## src/rtl/noc_rr_arbiter_param.sv

```systemverilog
// Wormhole packet arbiter for a NoC router output port: N requesters, fixed-priority or
// round-robin selection, lock held head-to-tail, owner-abandon timeout.
//
// state  | meaning
// IDLE   | no owner; any request is granted on the next edge
// LOCKED | one port owns the output until its tail flit transfers or it times out
module noc_rr_arbiter_param #(
    parameter int N       = 4,
    parameter int TIMEOUT = 16,
    parameter int ID_W    = $clog2(N)
) (
    input  logic            clk,
    input  logic            rst_n,
    input  logic [N-1:0]    req,
    input  logic [N-1:0]    tail,
    input  logic            mode,
    input  logic            out_ready,
    output logic [N-1:0]    grant,
    output logic            grant_valid,
    output logic [ID_W-1:0] grant_id,
    output logic            xfer,
    output logic            timeout_err
);

    typedef enum logic {IDLE, LOCKED} state_t;

    localparam int               CNT_W    = (TIMEOUT > 2) ? $clog2(TIMEOUT) : 1;
    localparam logic [CNT_W-1:0] CNT_LAST = (TIMEOUT > 0) ? CNT_W'(TIMEOUT - 1) : '0;
    localparam logic [CNT_W-1:0] CNT_MAX  = '1;
    localparam logic [ID_W-1:0]  ID_LAST  = ID_W'(N - 1);
    localparam logic [N-1:0]     ONE_HOT0 = {{(N-1){1'b0}}, 1'b1};

    state_t           state, state_nxt;
    logic [N-1:0]     grant_nxt;
    logic             valid_nxt;
    logic [ID_W-1:0]  id_nxt;
    logic [ID_W-1:0]  ptr, ptr_nxt;
    logic [CNT_W-1:0] idle_cnt, cnt_nxt;
    logic             terr_nxt;

    logic             owner_req;
    logic             owner_tail;
    logic             release_pkt;
    logic             timeout_hit;
    logic [ID_W-1:0]  ptr_rel;
    logic [ID_W-1:0]  arb_start;
    logic             win_found;
    logic [ID_W-1:0]  win_id;
    logic [N-1:0]     win_onehot;
    int               idx;

    assign owner_req   = req[grant_id];
    assign owner_tail  = tail[grant_id];
    assign xfer        = grant_valid & owner_req & out_ready;
    assign release_pkt = xfer & owner_tail;
    assign timeout_hit = (TIMEOUT > 0) && grant_valid && !owner_req && (idle_cnt == CNT_LAST);
    assign ptr_rel     = (grant_id == ID_LAST) ? '0 : grant_id + 1'b1;

    // On release the search already starts past the old owner, so a back-to-back winner
    // is chosen in the same cycle and the releasing port ends up with lowest RR priority.
    assign arb_start   = (state == LOCKED) ? ptr_rel : ptr;
    assign win_onehot  = ONE_HOT0 << win_id;

    always_comb begin
        win_found = 1'b0;
        win_id    = '0;
        idx       = 0;
        for (int i = 0; i < N; i++) begin
            idx = mode ? (int'(arb_start) + i) : i;
            if (idx >= N) begin
                idx = idx - N;
            end
            if (!win_found && req[ID_W'(idx)]) begin
                win_found = 1'b1;
                win_id    = ID_W'(idx);
            end
        end
    end

    always_comb begin
        state_nxt = state;
        grant_nxt = grant;
        valid_nxt = grant_valid;
        id_nxt    = grant_id;
        ptr_nxt   = ptr;
        cnt_nxt   = idle_cnt;
        terr_nxt  = 1'b0;
        case (state)
            IDLE: begin
                cnt_nxt = '0;
                if (win_found) begin
                    state_nxt = LOCKED;
                    grant_nxt = win_onehot;
                    valid_nxt = 1'b1;
                    id_nxt    = win_id;
                end
            end
            LOCKED: begin
                if (release_pkt || timeout_hit) begin
                    ptr_nxt  = ptr_rel;
                    cnt_nxt  = '0;
                    terr_nxt = timeout_hit;
                    if (win_found) begin
                        grant_nxt = win_onehot;
                        id_nxt    = win_id;
                    end else begin
                        state_nxt = IDLE;
                        grant_nxt = '0;
                        valid_nxt = 1'b0;
                        id_nxt    = '0;
                    end
                end else if (owner_req) begin
                    cnt_nxt = '0;
                end else if (idle_cnt != CNT_MAX) begin
                    // saturates so a disabled timeout never wraps into a false match
                    cnt_nxt = idle_cnt + 1'b1;
                end
            end
            default: begin
                state_nxt = IDLE;
                grant_nxt = '0;
                valid_nxt = 1'b0;
                id_nxt    = '0;
                cnt_nxt   = '0;
            end
        endcase
    end

    always_ff @(posedge clk or negedge rst_n) begin
        if (!rst_n) begin
            state       <= IDLE;
            grant       <= '0;
            grant_valid <= 1'b0;
            grant_id    <= '0;
            ptr         <= '0;
            idle_cnt    <= '0;
            timeout_err <= 1'b0;
        end else begin
            state       <= state_nxt;
            grant       <= grant_nxt;
            grant_valid <= valid_nxt;
            grant_id    <= id_nxt;
            ptr         <= ptr_nxt;
            idle_cnt    <= cnt_nxt;
            timeout_err <= terr_nxt;
        end
    end

endmodule

```

## config.mk

```make
export PLATFORM = sky130hd
export DESIGN_NAME = noc_rr_arbiter_param
export DESIGN_NICKNAME = d
export VERILOG_FILES = /design/src/rtl/noc_rr_arbiter_param.sv
export SDC_FILE = /design/constraint.sdc
export NUM_CORES = 1
export LEC_CHECK = 0
export ABC_AREA = 1
export CAP_MARGIN = 20
export CELL_PAD_IN_SITES_DETAIL_PLACEMENT = 0
export CELL_PAD_IN_SITES_GLOBAL_PLACEMENT = 1
export CORE_UTILIZATION = 40
export CTS_CLUSTER_SIZE = 25
export DETAILED_ROUTE_END_ITERATION = 7
export PLACE_DENSITY = 0.84
export REMOVE_ABC_BUFFERS = 1
export SETUP_SLACK_MARGIN = 0.4
export SLEW_MARGIN = 10
export SYNTH_ARGS = -nofsm -noshare
export SYNTH_HDL_FRONTEND = slang
export SYNTH_SLANG_ARGS = --single-unit
```

## constraint.sdc

```tcl
create_clock -name clk -period 4 [get_ports clk]
set_input_delay 1.2 -clock clk [delete_from_list [all_inputs] [get_ports clk]]
set_output_delay 1.2 -clock clk [all_outputs]
set_load 0.02 [all_outputs]
```

# Word level (Yosys, flattened, before mapping)
# Index checks and enable logic that the tools add are counted.
[word_totals]
register_bits = 15
latchBits = 0
ramBits = 0
mem_bits_ro = 0
in_bits = 12
output_inout_bits = 9
word_cells = 105
mem_count = 0
[classes]
add_sub_neg = 9
multipliers = 0
div = 0
magnitude_cmp = 9
n_eq_ne = 7
n_shift = 1
n_mux = 55
bitwise_logic = 4
reduce_logical = 13
[op_table]
columns = ["operator", "n"]
rows = [
  ["two-way mux 2 bit", 14],
  ["two-way mux 4 bit", 6],
  ["two-way mux 1 bit", 21],
  ["< comparator 2 x 4 -> 1 bit, second input constant", 4],
  ["one-hot mux 4 bit (2 select lines)", 2],
  ["binary-select mux 1 bit (select 2 bit)", 6],
  ["greater-or-equal comparator 3 bit, second input constant", 3],
  ["two-way mux 3 bit", 3],
  ["subtractor 2 x 1 -> 2 bit, second input constant", 4],
  ["adder 2 x 2 -> 3 bit, second input constant", 2],
  ["logical AND 1 bit", 5],
  ["adder 4 x 1 -> 4 bit, second input constant", 1],
  ["equality test 4 bit, second input constant", 1],
  ["zero test 1 bit", 4],
  ["!= test 2 bit, second input constant", 2],
  ["!= test 4 x 1 -> 1 bit, second input constant", 1],
  ["!= test 4 bit, second input constant", 1],
  ["one-hot mux 1 bit (2 select lines)", 2],
  ["one-hot mux 2 bit (2 select lines)", 1],
  ["AND reduction 2 bit", 2],
  ["left shift 1 x 2 -> 4 bit, first input constant", 1],
  ["adder 2 x 1 -> 3 bit, second input constant", 1],
  ["bitwise AND 1 bit", 3],
  ["greater-or-equal comparator 2 x 3 -> 1 bit, second input constant", 1],
  ["7 further kinds", 7],
]

# Longest topological paths before layout
# Gate-level depths: netlist of the first run.
[depth]
depth_word = 23
depth_mapped = 17
ltp_nobuf = 17

# Least setup slack after synthesis of the first run
# OpenSTA, ideal clock, no wires.
[synth_timing]
kind = "in2out"
from = "in req[1]"
to = "out xfer"
t_arrival_ps = 1789
t_required_ps = 2800
path_slack_ps = 1011
path_stages = 6
path_cell_list = "nand2_1 nand2_1 nand2_1 o21ai_1 inv_2 nor2_1"
[synth_via]
elab_chain_cells = 4
[synth_lines]
columns = ["element", "line_no", "text"]
rows = [
  ["from (decl)", "14", "input logic [N-1:0] req,"],
  ["binary-select mux 1 bit (select 2 bit)", "52", "assign owner_req = req[grant_id];"],
  ["two-way mux 1 bit (not written as such)", "52", ""],
  ["bitwise AND 1 bit (2 in a row)", "54", "assign xfer = grant_valid & owner_req & out_ready;"],
  ["to (decl)", "21", "output logic xfer,"],
]
# No other way between the ends. The select of a mux whose other input is x is not followed.

# Worst setup path after layout of the first run
[layout_timing]
from = "in req[2]"
to = "out xfer"
# Same word-level chain as after synthesis.

==> metrics, run 1 <==
number of nets with antenna violations after detailed routing=0; sequential element share of the synthesized area=0.311; core footprint=between 2000 and 3000 um2; Critical Path End Type=output port; first-iteration detailed-routing DRC count=48; number of different library cells in the post-synthesis netlist=23; # hold bufs at CTS=0; number of nets in the layout=219; library cell occupying the most area in the post-synthesis netlist=dfrtp_1; largest cells by area after synthesis=dfrtp_1, nand2_1, nand3_1, nand2_4, nand2_2; total gr overflow=0; CTS Buf Count=3; Placement Rows=19; routed length per instance=11.8 um; mean number of vias per cell=slightly above 5; number of antenna violations at the first check in global routing=0; total track usage=0.189; failing checks=design-rule violations; Die Footprint=3240 um2; number of hold-slack violations in the final timing report=0; top routing layer in use=met4; count of flip-flops with a built-in enable after synthesis=0; total number of vias=approximately 1,200; global-route wire length before repair=slightly below 5000 um; Root Buffer Master=clkbuf_4; Syn Inst Count=~180; crit path time final=approximately 3.5 ns; fraction of synthesized cell area taken by the top area cell type=0.311; Fmax=~290 MHz; sinks on the clock net=15; number of diodes=0; number of synthesized register bits=15; worst-margin pin slew=0.675 ns; layout-stage area growth over the synthesis result=23.4%; arrival time at the worst endpoint=~2.3 ns; width of the die=around 57 um; insertion delay of the later-clocked pin in the worst-skew pair=between 0.2 and 0.3 ns; post-detailed-placement half-perimeter wirelength=between 2000 and 2500 um; top cells by instance count after synthesis=nand2_1, nand3_1, dfrtp_1; effective utilization at floorplan=0.430; peak fanout along the critical path=2; accumulated negative setup slack=0 ns; vias in the first global route=between 1,000 and 1,500; count of pins over their slew limit=0; DIE HEIGHT=between 50 and 60 um; Clock Tree Buf Depth=2; post-CTS setup buffer count=0; count of maximum capacitance violations=0; worst min path class=flip-flop to flip-flop; most repeated cell in the gate-level netlist after synthesis=nand2_1; routed length on met2=roughly 1400 um; CP cell instances=clkdlybuf4s50_1 > o21ai_0 > o21ai_1 > inv_2 > nor2_1 > buf_2; Top-Level Pins=21; worst-path cell with the longest stage delay=clkdlybuf4s50_1; power per cell area=~230 nW/um2; total of warnings raised by yosys=0; portion of the clock cycle consumed by the worst path in the final layout=0.872; final setup vio count=0; sum of met3 wire segment lengths after detailed routing=a little over 90 um; Finished Core Util=0.531; maximum level of the CTS H-tree=1; pin count of the biggest net entering global routing=16; data required time at the worst endpoint=between 2 and 3 ns; routability cong.=between 0.8 and 0.9; cell family contributing the most delay on the critical path=buffers and inverters; sum of routed wire length over all layers=2780 um; post-route met1 wirelength=~1300 um; Post-Route Skew=0.00240 ns; layout cells sized above 1=0.216; Crit Path Category=primary input to output port; slew margin rel.=0.549; first-pass iteration count of the detailed router=6; number of port buffers=20; Largest stage delay, worst path=~0.48 ns; Synth Area per Inst=between 6 and 7 um2; IR Drop Worst-Case VDD=between 0.1 and 0.15 mV; crit path setup slack, layout=0.514 ns; outcome=complete, but fails checks; RSZ-0062 raised after global routing=false; Worst Setup Slack post-DPL=0.0636 ns; TritonCTS clock tree=done; Reg clk slew, reported paths=roughly 0.1 ns; FFs w/ async S/R, synth=1.00; leakage=about 0.76 nW; Most used DFF post-synth=dfrtp_1; Residual DRC=9; Worst Path Buf+Inv=3; critical path startpoint category=primary input; area of the mapped netlist=1210 um2
-- area by class of cell --
class,instances,area [um2]
fillers,283,1320
clock buffers,3,22.5
flip-flops and latches,15,375
clock inverters,1,5.00
repair buffers,25,233
multi-input cells,141,744
inverters,19,71.3
well taps,31,38.8
-- cells by family (layout without fill, tap and decap cells) --
group / Yosys count / in the layout / share of synthesized area
and+or+nand+nor: 119 / 119 / 0.505
AOI/OAI and AO/OA: 20 / 20 / 0.0912
DFF: 15 / 15 / 0.311
buffers and inverters: 21 / 48 / 0.0725
adders and majority gates: 2 / 2 / 0.0207
-- worst register-to-register path: cells and delay by family, from the launching register on --
family	cells	cell delay, ns
and+or+nand+nor	14	1.42
adders and majority gates	1	0.28
DFF	1	0.51
-- through the flow --
step           std cells  total power, W  hold slack (ns)  instance area (um2)
2_1_floorplan        175        0.000220            0.453                 1190
3_5_place_dp         231        0.000251            0.466                 1470
5_1_grt              235        0.000360            0.517                 1490
3_3_place_gp         231        0.000247            0.468                 1470
6_report             235        0.000339            0.488                 1490
4_1_cts              235        0.000344            0.492                 1500
-- flip-flops by register name, summed over array words and instances, names as in the netlist --
name and cells:
grant 4, grant_id 2, grant_valid 1, idle_cnt 4
ptr 2, state 1, timeout_err 1
-- what timing repair did --
action	in CTS	in global routing
gates cloned	0	0
setup endpoints to repair	1	1
gates resized for setup	3	1
-- metal layers --
| metal | track usage | vias up |
|---|---|---|
| li1 | - | 629 |
| met1 | 0.222 | 555 |
| met2 | 0.345 | 21 |
| met3 | 0.0295 | 2 |
| met4 | 0.0732 | 0 |
| met5 | 0 | - |
-- cell usage in the layout (no fill, tap or decap) --
master	instances
nand2_1	51
nand3_1	22
clkdlybuf4s50_1	19
dfrtp_1	15
nor2_1	14
inv_1	13
nand2_2	10
o21ai_0	7
nand2_4	7
inv_2	6
o21ai_1	6
nor2_2	5
buf_4	5
a21oi_1	4
nand3_2	4
nand4_1	3
clkbuf_4	3
ha_1	2
o21ai_2	1
nand3b_1	1
nor2_4	1
o2111ai_1	1
o31ai_1	1
nor3_1	1
clkinv_2	1
buf_2	1
-- power breakdown --
group	internal, W	leakage, nW	switching [W]
logic	0.0000329	0.549	0.0000382
registers	0.000164	0.191	0.0000122
clock network	0.0000372	0.0177	0.0000545
total	0.000234	0.757	0.000105
-- final timing paths --
check | cells after the start | to | slack, ns | from
worst min-delay path | 2 | grant[2] | 0.49 | grant[2]
worst min register to register | 2 | grant[2] | 0.49 | grant[2]
worst max register to register | 15 | grant[1] | 1.69 | grant_id[0]
min in group asynchronous | 1 | idle_cnt[3] | 1.31 | rst_n
worst max-delay path | 6 | xfer | 0.51 | req[2]
max in group asynchronous | 1 | ptr[0] | 2.26 | rst_n
(Power assumes the default switching activity.)
==> run 2: changes to the inputs <==
Settings changed: CORE_ASPECT_RATIO set to 1.5, CTS_BUF_LIST set to sky130_fd_sc_hd__clkbuf_16.
==> metrics, run 2 (synthesis results as in run 1) <==
worst min path class=flip-flop to flip-flop; effective utilization at floorplan=0.419 (-0.0116); Fmax=289 MHz (+0.66%); Storage cell area=375 um2 (unchanged); number of diodes=0 (unchanged); layout-stage area growth over the synthesis result=28.4%; number of antenna violations at the first check in global routing=0 (unchanged); relative contribution of sequential cells to total power=0.400 (-0.119); Crit Path Category=primary input to output port; launch instance of the worst register-to-register path=grant_id[0]; post-detailed-placement half-perimeter wirelength=2450 um (+8.6%); pin count of the biggest net entering global routing=16 (unchanged); number of nets with antenna violations after detailed routing=0 (unchanged); sum of routed wire length over all layers=3010 um (+8.1%); power per cell area=285 nW/um2 (+26%); Placement Rows=24 (+5); RSZ-0062 raised after global routing=false; routability cong.=0.887 (+9.2%); sinks on the clock net=15 (unchanged); count of pins over their slew limit=0 (unchanged); DIE HEIGHT=69.3 um (+22%); highest-count cells in the layout ignoring fill and taps=nand2_1, nand3_1, clkdlybuf4s50_1; Die Footprint=3250 um2 (+0.15%); data required time at the worst endpoint=2.80 ns (about the same); multi-input combinational cell area=744 um2 (unchanged); switching power=0.000112 W (+7.2%); core footprint=2880 um2 (+2.8%); Reg clk slew, reported paths=0.05 ns (-0.05 ns); global-route wire length before repair=4970 um (+2.3%); portion of the clock cycle consumed by the worst path in the final layout=0.866 (-0.00574); total gr overflow=0 (unchanged); Residual DRC=0 (-9); crit path time final=3.46 ns (-0.0229 ns); first-iteration detailed-routing DRC count=15 (-69%); total track usage=0.210 (+0.0205); CP cell instances=clkdlybuf4s50_1 > nand2_1 > nand2_1 > nand2_1 > o21ai_1 > inv_2 > nor2_1 > buf_4; internal power of the cells=0.000330 W (+41%); cell family contributing the most delay on the critical path=buffers and inverters; insertion delay of the later-clocked pin in the worst-skew pair=0.24 ns (-0.05 ns); TritonCTS clock tree=done; Clock Tree Buf Depth=2 (unchanged); total number of vias=1,227 (+1.7%); mean number of vias per cell=5.07 (-1.3%); Tot Pwr=0.000442 W (+31%); Gate power share=0.163 (-0.047); routed length per instance=12.4 um (+4.9%); Critical Path End Type=output port; launching instance or port of the critical path=req[0]; IR Drop Worst-Case VDD=0.165 mV (+54%); layout cells sized above 1=0.212 (-0.00386); Post-Route Skew=0.00173 ns (-0.000667 ns); CTS Buf Count=3 (unchanged); final setup vio count=0 (unchanged); worst-path cell with the longest stage delay=clkdlybuf4s50_1; first-pass iteration count of the detailed router=4 (-2); Worst Path Buf+Inv=3 (unchanged); leakage=0.784 nW (+3.6%); vias in the first global route=1,239 (+3.6%); arrival time at the worst endpoint=2.26 ns (-0.03 ns); most common library cell in the layout ignoring fill and taps=nand2_1; critical path startpoint category=primary input; number of hold-slack violations in the final timing report=0 (unchanged); peak fanout along the critical path=2 (unchanged); library cell appearing most often on the critical path=nand2_1; part of the total power dissipated in the clock network=0.437 (+0.166); worst-margin pin slew=0.671 ns (-0.00433 ns); # hold bufs at CTS=0 (unchanged); count of maximum capacitance violations=0 (unchanged); Final Instance Area=1550 um2 (+4.0%); Root Buffer Master=clkbuf_16; Largest stage delay, worst path=0.47 ns (about the same); number of nets in the layout=218 (-0.46%); Hold Crit Start=grant[1]; fill cell count=319 (+13%); slew margin rel.=0.552 (+0.00289); dpl cell area=1470 um2 (+0.17%); width of the die=46.9 um (-18%); switch share=0.254 (-0.0555); outcome=finished clean; number of port buffers=20 (unchanged); largest registers=grant x4, idle_cnt x4; maximum level of the CTS H-tree=1 (unchanged); Top-Level Pins=21 (unchanged)
==> run 2: metrics by stage <==
step	setup WS, ns	cells	utilization	TNS (ns)	hold slack, ns
final	0.537	242	0.538	0	0.482
after global routing	0.464	242	0.538	0	0.524
after CTS	0.435	242	0.536	0	0.481
after detailed placement	-0.00832	238	0.510	-0.00832	0.468
after global placement	0.0555	238	0.510	0	0.465
after floorplan	1.01	175	-	0	0.453
==> run 2: final cells by class <==
type / count / area share
Multi-Input combinational cell: 141 / 0.480
Sequential cell: 15 / 0.242
Timing Repair Buffer: 24 / 0.149
Clock buffer: 3 / 0.0484
Inverter: 19 / 0.0460
Tap cell: 39 / 0.0315
Clock inverter: 1 / 0.00323
==> run 2: worst paths after layout <==
| check | end | slack, ns | depth (start not counted) |
|---|---|---|---|
| worst max-delay path | xfer | 0.54 | 8 |
| worst min-delay path | grant[1] | 0.48 | 2 |
| worst max register to register | grant_id[0] | 1.68 | 15 |
| worst min register to register | grant[1] | 0.48 | 2 |
| max in group asynchronous | idle_cnt[3] | 2.21 | 1 |
| min in group asynchronous | timeout_err | 1.37 | 1 |
==> run 2: timing repair <==
item                                    4_1_cts  5_1_grt
endpoints found under the setup margin        1        1
buffers inserted                              0        0
pin swaps                                     0        0
hold endpoints to repair                      0        0
gates resized for setup                       4        2
==> run 2: layer usage <==
layer,wire [um],global-route usage
met1,1160,0.196
met4,64,0.111
met5,0,0
met3,70,0.0260
met2,1710,0.395
==> run 2: power groups by stage <==
| stage | registers [W] | clock network (W) | logic [W] |
|---|---|---|---|
| global route | 0.000178 | 0.000207 | 0.0000811 |
| global placement | 0.000179 | 0 | 0.0000693 |
| CTS | 0.000177 | 0.000197 | 0.0000735 |
| floorplan | 0.000176 | 0 | 0.0000434 |
| detailed placement | 0.000179 | 0 | 0.0000725 |
| finish | 0.000177 | 0.000193 | 0.0000722 |
==> run 2: worst register-to-register path, stage by stage (launching register included) <==
cell     delay (ns)
dfrtp_1        0.50
ha_1           0.29
nor2_2         0.12
nand2_2        0.08
nand2_4        0.13
nand2_4        0.13
nand2_1        0.15
nand2_1        0.09
nand2_1        0.10
nand2_2        0.08
nor2_4         0.12
nand3_2        0.08
nand2_2        0.09
nand2_2        0.10
nand2_1        0.09
o21ai_1        0.06
